==> config.mk <==
export PLATFORM = sky130hd
export DESIGN_NAME = muldiv_seq_flat
export DESIGN_NICKNAME = d
export VERILOG_FILES = /design/src/rtl/muldiv_pkg.sv /design/src/rtl/muldiv_if.sv /design/src/rtl/muldiv_step.sv /design/src/rtl/muldiv_seq.sv /design/src/flat_wrapper.sv
export SDC_FILE = /design/constraint.sdc
export NUM_CORES = 1
export LEC_CHECK = 0
export ABC_AREA = 1
export BUFFER_PORTS_ARGS = -buffer_cell sky130_fd_sc_hd__buf_4
export CAP_MARGIN = 40
export CORE_MARGIN = 1
export CORE_UTILIZATION = 43
export CTS_CLUSTER_DIAMETER = 30
export DETAILED_ROUTE_END_ITERATION = 7
export PLACE_DENSITY = 0.7
export SLEW_MARGIN = 5
export SYNTH_ARGS = -nofsm -noshare
export SYNTH_HDL_FRONTEND = slang
export SYNTH_SLANG_ARGS = --single-unit
==> constraint.sdc <==
create_clock -name clk -period 23.1 [get_ports clk]
set_input_delay 3.465 -clock clk [delete_from_list [all_inputs] [get_ports clk]]
set_output_delay 3.465 -clock clk [all_outputs]
set_load 0.005 [all_outputs]
==> src/rtl/muldiv_pkg.sv <==
// muldiv_pkg: shared definitions for the iterative multiply/divide unit.
//   - op encodings driven by the control unit
//   - FSM state encoding
//   - small decode helpers on the op code
package muldiv_pkg;

    localparam logic [1:0] OP_MULT  = 2'b00;
    localparam logic [1:0] OP_MULTU = 2'b01;
    localparam logic [1:0] OP_DIV   = 2'b10;
    localparam logic [1:0] OP_DIVU  = 2'b11;

    typedef enum logic [2:0] {
        IDLE = 3'd0,
        PREP = 3'd1,
        RUN  = 3'd2,
        FIX  = 3'd3,
        DONE = 3'd4
    } state_t;

    function automatic logic is_div(input logic [1:0] op);
        return op[1];
    endfunction

    // Bit 0 clear selects the signed flavour of both MULT and DIV.
    function automatic logic is_signed_op(input logic [1:0] op);
        return ~op[0];
    endfunction

endpackage

==> src/rtl/muldiv_if.sv <==
// muldiv_if: start/busy/done handshake between the control unit and the
// multiply/divide unit.
//   master (control unit): drives start, op, a, b; sees busy, done, div_zero, hi, lo
//   slave  (muldiv_seq)  : the reverse
interface muldiv_if #(
    parameter int WIDTH = 32
);
    logic             start;
    logic [1:0]       op;
    logic [WIDTH-1:0] a;
    logic [WIDTH-1:0] b;
    logic             busy;
    logic             done;
    logic             div_zero;
    logic [WIDTH-1:0] hi;
    logic [WIDTH-1:0] lo;

    modport master (
        output start, op, a, b,
        input  busy, done, div_zero, hi, lo
    );

    modport slave (
        input  start, op, a, b,
        output busy, done, div_zero, hi, lo
    );
endinterface

==> src/rtl/muldiv_step.sv <==
// muldiv_step: one radix-2 iteration of the shared datapath (combinational).
//   div_mode : 0 = shift-add multiply step, 1 = restoring divide step
//   acc_hi   : multiply upper accumulator / divide partial remainder (WIDTH+1)
//   acc_lo   : multiply lower half + remaining multiplier bits /
//              divide dividend bits being consumed + quotient bits produced
//   operand  : multiplicand magnitude / divisor magnitude
//   nxt_hi, nxt_lo : accumulator values after this iteration
module muldiv_step #(
    parameter int WIDTH = 32
) (
    input  logic             div_mode,
    input  logic [WIDTH:0]   acc_hi,
    input  logic [WIDTH-1:0] acc_lo,
    input  logic [WIDTH-1:0] operand,
    output logic [WIDTH:0]   nxt_hi,
    output logic [WIDTH-1:0] nxt_lo
);

    logic [WIDTH:0]   addend;
    logic [WIDTH:0]   sum;
    logic [WIDTH:0]   shifted;
    logic [WIDTH+1:0] trial;

    always_comb begin
        addend  = acc_lo[0] ? {1'b0, operand} : '0;
        sum     = acc_hi + addend;
        // Remainder stays below the divisor, so its top bit is free to take
        // the next dividend bit without loss.
        shifted = {acc_hi[WIDTH-1:0], acc_lo[WIDTH-1]};
        trial   = {1'b0, shifted} - {2'b00, operand};

        if (div_mode) begin
            if (!trial[WIDTH+1]) begin
                nxt_hi = trial[WIDTH:0];
                nxt_lo = {acc_lo[WIDTH-2:0], 1'b1};
            end else begin
                nxt_hi = shifted;
                nxt_lo = {acc_lo[WIDTH-2:0], 1'b0};
            end
        end else begin
            // Product bits shift down into acc_lo as multiplier bits retire.
            nxt_hi = {1'b0, sum[WIDTH:1]};
            nxt_lo = {sum[0], acc_lo[WIDTH-1:1]};
        end
    end

endmodule

==> src/rtl/muldiv_seq.sv <==
// muldiv_seq: iterative signed/unsigned multiply and divide feeding Hi/Lo.
//   clk, reset : system clock, asynchronous active-high reset
//   bus        : muldiv_if.slave (start/op/a/b in; busy/done/div_zero/hi/lo out)
// Operates on magnitudes and fixes signs at the end; one bit per RUN cycle.
//
// state | meaning
// IDLE  | waiting for start; captures op/a/b on accept
// PREP  | form magnitudes and sign flags, detect divide-by-zero
// RUN   | WIDTH iterations of the shared step datapath
// FIX   | apply sign correction and load hi/lo (or flag div_zero)
// DONE  | one-cycle done pulse
module muldiv_seq
    import muldiv_pkg::*;
#(
    parameter int WIDTH = 32
) (
    input  logic clk,
    input  logic reset,
    muldiv_if.slave bus
);

    localparam int CNT_W = $clog2(WIDTH + 1);

    state_t state, state_nxt;

    logic [CNT_W-1:0] cnt;
    logic [1:0]       op_q;
    logic [WIDTH-1:0] a_q, b_q;
    logic [WIDTH-1:0] opnd_q;
    logic [WIDTH:0]   acc_hi;
    logic [WIDTH-1:0] acc_lo;
    logic             neg_q;
    logic             neg_r;
    logic             dz_q;
    logic [WIDTH-1:0] hi_q, lo_q;
    logic             div_zero_q;

    logic             a_neg, b_neg;
    logic [WIDTH-1:0] a_abs, b_abs;
    logic             run_last;
    logic [WIDTH:0]   step_hi;
    logic [WIDTH-1:0] step_lo;
    logic [2*WIDTH-1:0] prod, prod_fix;
    logic [WIDTH-1:0] quo_fix, rem_fix;

    // Magnitudes: the most negative value maps to 2^(WIDTH-1) unsigned.
    assign a_neg    = is_signed_op(op_q) & a_q[WIDTH-1];
    assign b_neg    = is_signed_op(op_q) & b_q[WIDTH-1];
    assign a_abs    = a_neg ? (~a_q + 1'b1) : a_q;
    assign b_abs    = b_neg ? (~b_q + 1'b1) : b_q;
    assign run_last = (cnt == CNT_W'(WIDTH - 1));

    assign prod     = {acc_hi[WIDTH-1:0], acc_lo};
    assign prod_fix = neg_q ? (~prod + 1'b1) : prod;
    assign quo_fix  = neg_q ? (~acc_lo + 1'b1) : acc_lo;
    assign rem_fix  = neg_r ? (~acc_hi[WIDTH-1:0] + 1'b1) : acc_hi[WIDTH-1:0];

    muldiv_step #(.WIDTH(WIDTH)) u_step (
        .div_mode (is_div(op_q)),
        .acc_hi   (acc_hi),
        .acc_lo   (acc_lo),
        .operand  (opnd_q),
        .nxt_hi   (step_hi),
        .nxt_lo   (step_lo)
    );

    always_ff @(posedge clk or posedge reset) begin
        if (reset) state <= IDLE;
        else       state <= state_nxt;
    end

    always_comb begin
        state_nxt = state;
        case (state)
            IDLE: if (bus.start) state_nxt = PREP;
            PREP: state_nxt = (is_div(op_q) && b_q == '0) ? FIX : RUN;
            RUN:  if (run_last) state_nxt = FIX;
            FIX:  state_nxt = DONE;
            DONE: state_nxt = IDLE;
            default: state_nxt = IDLE;
        endcase
    end

    always_comb begin
        bus.busy = 1'b0;
        bus.done = 1'b0;
        case (state)
            PREP, RUN, FIX: bus.busy = 1'b1;
            DONE:           bus.done = 1'b1;
            default: ;
        endcase
    end

    assign bus.hi       = hi_q;
    assign bus.lo       = lo_q;
    assign bus.div_zero = div_zero_q;

    always_ff @(posedge clk or posedge reset) begin
        if (reset) begin
            cnt        <= '0;
            op_q       <= '0;
            a_q        <= '0;
            b_q        <= '0;
            opnd_q     <= '0;
            acc_hi     <= '0;
            acc_lo     <= '0;
            neg_q      <= 1'b0;
            neg_r      <= 1'b0;
            dz_q       <= 1'b0;
            hi_q       <= '0;
            lo_q       <= '0;
            div_zero_q <= 1'b0;
        end else begin
            case (state)
                IDLE: begin
                    if (bus.start) begin
                        op_q       <= bus.op;
                        a_q        <= bus.a;
                        b_q        <= bus.b;
                        div_zero_q <= 1'b0;
                    end
                end
                PREP: begin
                    cnt    <= '0;
                    acc_hi <= '0;
                    dz_q   <= is_div(op_q) && (b_q == '0);
                    neg_q  <= a_neg ^ b_neg;
                    neg_r  <= a_neg;
                    if (is_div(op_q)) begin
                        acc_lo <= a_abs;
                        opnd_q <= b_abs;
                    end else begin
                        acc_lo <= b_abs;
                        opnd_q <= a_abs;
                    end
                end
                RUN: begin
                    acc_hi <= step_hi;
                    acc_lo <= step_lo;
                    cnt    <= cnt + CNT_W'(1);
                end
                FIX: begin
                    if (dz_q) begin
                        div_zero_q <= 1'b1;
                    end else if (is_div(op_q)) begin
                        hi_q <= rem_fix;
                        lo_q <= quo_fix;
                    end else begin
                        hi_q <= prod_fix[2*WIDTH-1:WIDTH];
                        lo_q <= prod_fix[WIDTH-1:0];
                    end
                end
                default: ;
            endcase
        end
    end

endmodule

==> src/flat_wrapper.sv <==
// flat-port wrapper written by rule: the top's interface ports become plain ports
module muldiv_seq_flat import muldiv_pkg::*;
#(
    parameter int WIDTH = 32
)
  (clk, reset, bus_start, bus_op, bus_a, bus_b, bus_busy, bus_done, bus_div_zero, bus_hi, bus_lo);
  muldiv_if #(.WIDTH(WIDTH)) bus_i ();
  input  logic clk;
  input  logic reset;
  input wire logic [$bits(bus_i.start)-1:0] bus_start;
  input wire logic [$bits(bus_i.op)-1:0] bus_op;
  input wire logic [$bits(bus_i.a)-1:0] bus_a;
  input wire logic [$bits(bus_i.b)-1:0] bus_b;
  output wire logic [$bits(bus_i.busy)-1:0] bus_busy;
  output wire logic [$bits(bus_i.done)-1:0] bus_done;
  output wire logic [$bits(bus_i.div_zero)-1:0] bus_div_zero;
  output wire logic [$bits(bus_i.hi)-1:0] bus_hi;
  output wire logic [$bits(bus_i.lo)-1:0] bus_lo;
  assign bus_i.start = bus_start;
  assign bus_i.op = bus_op;
  assign bus_i.a = bus_a;
  assign bus_i.b = bus_b;
  assign bus_busy = bus_i.busy;
  assign bus_done = bus_i.done;
  assign bus_div_zero = bus_i.div_zero;
  assign bus_hi = bus_i.hi;
  assign bus_lo = bus_i.lo;
  muldiv_seq #(.WIDTH(WIDTH)) u_core (.clk(clk), .reset(reset), .bus(bus_i));
endmodule
[After elaboration in Yosys (flattened, before gate mapping)]
Index checks and enable logic that the tools add are counted.
Operators by class
  add/sub/neg operators: 8
  multiplexer cells: 26
  bitwise gates (word level): 10
  reduce and logical (&&, ||, !) cells: 10
  equal/unequal tests: 8
Operator list (count)
  $mux W32: 10
  $add A32 B1 Y32 const B: 4
  $not A32 Y32: 4
  $mux W33: 2
  $pmux W33 S2: 1
  $add A64 B1 Y64 const B: 1
  $mux W64: 1
  $not A64 Y64: 1
  $pmux W32 S2: 1
  $sub A33 B32 Y34: 1
  $add A33 B33 Y33: 1
  $logic_not A32 Y1: 1
  $pmux W3 S4: 1
  $pmux W6 S2: 1
  $add A6 B1 Y6 const B: 1
  $eq A3 B2 Y1 const B: 2
  $eq A6 B5 Y1 const B: 1
  $mux W1: 6
  $mux W3: 2
  $reduce_and A2 Y1: 3
  $ne A2 B1 Y1 const B: 2
  $reduce_bool A2 Y1: 2
  $eq A3 B1 Y1 const B: 1
  $eq A3 B3 Y1 const B: 1
  other kinds (9): 11
Storage, ports and cells
  register bits: 240
  input bits: 69
  output and inout bits: 67

[Longest topological paths before layout]
Gate-level depths: netlist of run 1.
  depth in word-level cells: 5
  depth in mapped cells: 21
  mapped depth without buffers: 19

[Modules after synthesis]
Synthesis of run 1 repeated with hierarchy kept, for this count alone.
Unflattened totals
  cell total of the unflattened synthesis: 3349
  area total of the unflattened synthesis: 20328.2 um^2
By module, submodules not included
  muldiv_seq: cells an instance 2041, times used 1, area an instance 14064.7 um^2
  muldiv_step: cells an instance 1308, times used 1, area an instance 6263.5 um^2

[Least setup slack after synthesis of run 1]
Ideal clock, no wire load.
  kind: input-to-reg
  start: input port bus_start
  end: register u_core.b_q[25]
  setup slack: 18662 ps
  data arrival time: 4306 ps
  cell stages on the path: 5
  path through: inv_1 -> nor2_1 -> buf_2 -> clkbuf_1 -> o21ai_0
On the way
  cells in the longest elaborated chain, start to end: 1
RTL lines
  from (decl): RTL line flat_wrapper.sv:10  | input wire logic [$bits(bus_i.start)-1:0] bus_start;
  $reduce_and A2 Y1 (no line)
  to (signal assigned): RTL line muldiv_seq.sv:119  | b_q <= bus.b;
  to (decl): RTL line muldiv_seq.sv:28  | logic [WIDTH-1:0] a_q, b_q;
No other way between the ends.
A chain may end at the register's enable or synchronous reset.

[Worst setup path in the final report of run 1]
  start: register u_core.state[2]
  end: output port bus_done
On the way
  cells in the longest elaborated chain, start to end: 2
RTL lines
  from (decl): RTL line muldiv_seq.sv:24  | state_t state, state_nxt;
  from (signal assigned): RTL line muldiv_seq.sv:69  | else state <= state_nxt;
  $eq A3 B3 Y1: RTL line muldiv_seq.sv:87  | case (state)
  $mux W1: RTL line muldiv_seq.sv:87
  to (decl): RTL line flat_wrapper.sv:15  | output wire logic [$bits(bus_i.done)-1:0] bus_done;
No other way between the ends.

==> reports/metrics.cfg, run 1 <==
[detailed_routing]
drc_errors = 0
vias = 20966
drtIter0Drc = 1837
vias_per_cell = 5.32
drtAntennaViolNets = 0
firstDrtPassIters = 6
wl_per_cell_um = 17.9
wirelength_um = 70400

[sta]
tightest_slew_ns = 0.893
slew_headroom_pct = 40.4
finClkSkew_ns = 0.0235
finalSetupViolCount = 0
fin_setup_tns_ns = 0
rsz0062_at_grt = false
max_freq_mhz = 201
period_needed_ns = 4.98
finalHoldViolations = 0
drv_slew = 0
fin_crit_sh_pct = 21.6

[power_and_ir_drop]
switching_share_pct = 52.2
p_per_area_mw_per_mm2 = 171
p_comb_share_pct = 58.5
power_switching_uw = 2090
vdd_drop_max_mv = 0.0903
clock_power_share_pct = 19.8
pwr-share-seq_pct = 21.7
leakage_uw = 0.0119
p_int_uw = 1920

[grt]
grt_max_degree = 118
antenna_found_initial = 0
track_usage_pct = 29.8
grt_pass1_wl_um = 109000
overflow = 0
grt_pass1_vias = 19490

[logic_synthesis]
synth-async-reset-ratio_pct = 100
synthFlopType = dfrtp_1
synth_area_leaders = dfrtp_1 30%, nand2_1 20%, nand3_1 8.2%, inv_1 7.5%, o21ai_0 6.2%
yosysUniqueCellTypes = 52
synth_common_cells = 1084 x nand2_1, 396 x inv_1, 326 x nand3_1
synth_edf_count = 0
ys_seq_area_share_pct = 30.2
syn_nets = 3332
synth_warnings = 0
synthMostInstantiatedCell = nand2_1
synthCells = 3192
yosysTopAreaCell = dfrtp_1
yosysTopAreaCellShare_pct = 30.2
syn_area_per_cell_um2 = 6.24
syn-cell-area_mm2 = 0.0199
yosys_register_bits = 240

[setup_path]
cp_slowest_cell = dfrtp_1
rr_worst_depth = 11
path_buf_inv = 2
worst-path-stages = 3
cp_cell_sequence = inv_1, nor3_1, buf_4
max_stage_delay_ns = 0.51
required_ns = 19.64
critPathTopFamily = flip-flops
path_max_fanout = 5
startpoint_type = flip-flop
criticalPathCategory = flip-flop to output port
worstPathArrival_ns = 1.52
cp-end-kind = output port

[clock_tree]
cts_sinks = 240
cts-resized-gates = 0
clockRootBuffer = clkbuf_16
insertion_delay_ns = 0.60
cts_buffers = 56
cts.clk_slew.worst_paths_ns = 0.04
hold_buffers = 0
cts_max_path_buffers = 3
post_cts.repair.setup_buffers = 0
htree_num_levels = 2
cts_tree = done

[final_layout]
final_cell_count_no_fill = 3943
area_growth_pct = 17.5
nNetsFinal = 3438
n_antenna_cell = 0
drive_above_1_share_pct = 9.96

[die]
core_mm2 = 0.0456
io-pin-count = 136
die-area_mm2 = 0.0472
die_w_um = 217
die_h_um = 217
initial_core_util_pct = 43.7
rows = 78

[min_path]
hp-class = flip-flop to flip-flop
worst_hold_path.num_cells = 2

[placed_design]
port_buffers = 135
gp_congestion = 0.988
dp_cells = 3840
dpl.hpwl_um = 55400

[status]
outcome = finished clean

[job]
max_cap_viol_count = 0

==> cell type report <==
cell class / count / area, um^2
Clock buffer: 83 / 1660
Clock inverter: 20 / 272
Fill cell: 4688 / 22200
Inverter: 414 / 1560
Multi-Input combinational cell: 2430 / 11900
Sequential cell: 240 / 6010
Tap cell: 600 / 751
Timing Repair Buffer: 156 / 1250
==> sequential cells by signal, indices dropped and copies added (netlist names) <==
| name | count |
|---|---|
| u_core.state | 3 |
| u_core.neg_q | 1 |
| u_core.op_q | 2 |
| u_core.opnd_q | 32 |
| u_core.bus.hi | 32 |
| u_core.a_q | 32 |
| u_core.acc_lo | 32 |
| u_core.cnt | 6 |
| u_core.neg_r | 1 |
| u_core.acc_hi | 33 |
| u_core.bus.div_zero | 1 |
| u_core.b_q | 32 |
| u_core.bus.lo | 32 |
| u_core.dz_q | 1 |
==> stage by stage <==
step / hold slack, ns / total power (uW) / util (%) / setup slack, ns / instance area [um^2]
6_report: 0.476 / 4010 / 51.4 / 18.12 / 23400
5_1_grt: 0.493 / 4320 / 51.4 / 18.03 / 23400
3_3_place_gp: 0.464 / 3130 / 46.9 / 17.69 / 21400
2_1_floorplan: 0.458 / 2430 / - / 13.05 / 19900
4_1_cts: 0.481 / 3970 / 51.4 / 18.10 / 23400
3_5_place_dp: 0.468 / 3160 / 47.1 / 18.12 / 21500
==> metal layers <==
metal	part of all wire [%]	vias up	track usage (%)
li1	-	10462	-
met1	45	9590	41.4
met5	0	-	0.729
met4	4.8	0	14.6
met2	43	760	44.9
met3	7.0	154	4.56
==> worst register-to-register path, stage by stage, from the launching register on <==
cell and delay [ns]:
dfrtp_1 0.75, ha_1 0.43, nand2_2 0.16, inv_2 0.05, a21oi_2 0.20, o21ai_2 0.10
a21oi_4 0.25, nand2_4 0.35, nor2_4 0.47, nand2_1 0.11, nand3_1 0.09, o21ai_0 0.12
==> kinds of logic after synthesis <==
group	Yosys count	share of synthesized area [%]
AOI/OAI and AO/OA	437	12.4
DFF	240	30.2
adders and majority gates	71	4.54
and+or+nand+nor	1830	38.7
buffers and inverters	522	10.2
xor gates and xnor gates	92	4.05
==> power by group through the flow <==
stage	clock, uW	sequential (uW)	combinational [uW]
floorplan	0	750	1680
global placement	0	867	2260
detailed placement	0	863	2290
CTS	802	859	2310
global route	824	886	2610
finish	794	869	2340
==> cells in the final DEF, fill, tap and decap left out, drive strengths merged <==
cell type,count
nor4,6
bufinv,5
a21o,2
clkbuf,83
fa,2
nand4,27
a31oi,7
ha,69
o22ai,8
o32ai,1
a21oi,85
o221ai,8
nand2,1102
o21a,6
nor3b,3
a2bb2oi,1
o31ai,2
a22oi,3
dfrtp,240
and2,3
clkinv,15
o21bai,8
nor2,285
or2,11
nor3,49
nand3b,16
o21ai,259
buf,156
o211ai,46
xnor2,17
a22o,1
inv,410
nand3,328
clkinvlp,4
xor2,75
==> path summary, 6_finish.rpt <==
kind | slack [ns] | startpoint | to
min in group asynchronous | 2.76 | reset | u_core.opnd_q[29]
setup reg to reg | 19.87 | u_core.acc_hi[18] | u_core.acc_hi[5]
hold / removal | 0.48 | u_core.bus.hi[15] | u_core.bus.hi[15]
max in group asynchronous | 19.27 | reset | u_core.op_q[1]
setup / recovery | 18.12 | u_core.state[2] | bus_done
hold reg to reg | 0.48 | u_core.bus.hi[15] | u_core.bus.hi[15]
(Power assumes the default switching activity.)
==> run 2, diff against run 1 <==
Settings changed: PLACE_DENSITY 0.7 to 0.72.
Clock period 23.1 ns to 4.4 ns, I/O delays scaled along.
==> reports/metrics.cfg, run 2 (same netlist as run 1, synthesis figures left out) <==
[clock_tree]
post_cts.repair.setup_buffers = 0
cts_sinks = 240
cts.clk_slew.worst_paths_ns = 0.05
cts_tree = done
cts-resized-gates = 0
htree_num_levels = 2
clockRootBuffer = clkbuf_16
cts_max_path_buffers = 3
insertion_delay_ns = 0.62
cts_buffers = 57
hold_buffers = 0

[die]
io-pin-count = 136
core_mm2 = 0.0456
die-area_mm2 = 0.0472
initial_core_util_pct = 43.7
die_w_um = 217
rows = 78
die_h_um = 217

[setup_path]
cp-end-kind = flip-flop
criticalPathCategory = flip-flop to flip-flop
crit_path_frequent_cell = nand2_1
startpoint_type = flip-flop
required_ns = 4.85
cp_slowest_cell = dfrtp_1
cp_cell_sequence = buf_4, nand2_1, inv_1, ha_1, a21oi_1, inv_1, nor2_1, nand2_1, nand2_1, nand2_1, or2_2, nand3_1, nand2_1, nand3_1, o21ai_0
worstPathArrival_ns = 3.46
max_stage_delay_ns = 0.39
path_max_fanout = 33

[min_path]
hp-class = input pin to asynchronous set/reset pin

[detailed_routing]
firstDrtPassIters = 6
drtAntennaViolNets = 0
vias = 21368
drtIter0Drc = 2258
wirelength_um = 73100
drc_errors = 0
vias_per_cell = 5.41
wl_per_cell_um = 18.5

[final_layout]
largest_reg_flops = 33
n_antenna_cell = 0
drive_above_1_share_pct = 10.5
layout_commonest_cell = nand2_1
fin_util_pct = 51.9
final_cell_mix = 1083 x nand2_1, 395 x inv_1, 326 x nand3_1
regMostFlops = u_core.acc_hi
area_growth_pct = 18.7
nNetsFinal = 3443

[sta]
drv_slew = 0
max_freq_mhz = 332
finalSetupViolCount = 0
fin_crit_sh_pct = 68.5
tightest_slew_ns = 0.975
hold_slack_ns = 0.180
period_needed_ns = 3.01
finClkSkew_ns = 0.0430
rsz0062_at_grt = false
fin_setup_tns_ns = 0
slew_headroom_pct = 35.0
finalHoldViolations = 0

[placed_design]
dpl.hpwl_um = 56900
port_buffers = 135
gp_congestion = 1.05

[grt]
grt_pass1_wl_um = 114000
grt_pass1_vias = 19798
overflow = 0
antenna_found_initial = 0
track_usage_pct = 31.3
grt_max_degree = 168

[power_and_ir_drop]
p_total_uw = 21800
p_per_area_mw_per_mm2 = 922
leakage_uw = 0.0120
vdd_drop_max_mv = 0.437

[status]
outcome = finished clean

[job]
max_cap_viol_count = 0

## run 2: cell count changes in the layout (fill, tap and decap cells not counted), sizes merged
cell / before / now
buf: 156 / 160
inv: 410 / 416
clkinv: 15 / 19
bufinv: 5 / 14
clkinvlp: 4 / 11
clkbuf: 83 / 62
## run 2: power by group
group          total, uW  internal [uW]  switching [uW]
Sequential          4500           3230            1270
Clock               4730           3270            1460
Combinational      12600           3970            8620
Total              21800          10500           11400
## run 2: stage by stage
step / setup WS [ns] / cell area (um^2) / instances
after CTS: 1.46 / 23600 / 3952
after global routing: 1.23 / 23600 / 3952
after floorplan: 0.592 / 19900 / 3192
after detailed placement: 1.50 / 21500 / 3844
final: 1.39 / 23600 / 3952
after global placement: 1.54 / 21400 / 3842
## run 2: cell type report
cell class	count	area, um^2
fill	4666	21900
multi-input combinational	2430	11900
sequential	240	6010
inverter	414	1560
clock buffer	62	1480
timing repair buffer	160	1260
tap	600	751
clock inverter	46	694
## run 2: path summary, 6_finish.rpt
| path | start | to | slack (ns) | cells past startpoint |
|---|---|---|---|---|
| worst min register to register | u_core.bus.hi[26] | u_core.bus.hi[26] | 0.48 | 2 |
| max in group asynchronous | reset | u_core.bus.hi[28] | 3.34 | 3 |
| min in group clk | bus_b[21] | u_core.b_q[21] | 0.24 | 3 |
| worst max register to register | u_core.acc_lo[0] | u_core.acc_hi[10] | 1.39 | 15 |
| worst min-delay path | reset | u_core.opnd_q[29] | 0.18 | 3 |
| worst max-delay path | u_core.acc_lo[0] | u_core.acc_hi[10] | 1.39 | 15 |
## run 2: worst max-delay path, delay by kind of cell, from the launching register on
family,cells,cell delay (ns)
adder cells (fa/ha/maj),1,0.27
AND/OR/NAND/NOR,9,1.23
AO/OA/AOI/OAI,2,0.38
flip-flops,1,0.39
buffers and inverters,3,0.57
## run 2: metal layers
metal	global-route usage (%)	up-vias	wire (um)
li1	-	10476	-
met1	44.1	9800	32400
met2	47.1	928	31400
met3	5.27	164	5990
met4	13.3	0	3260
met5	0	-	0
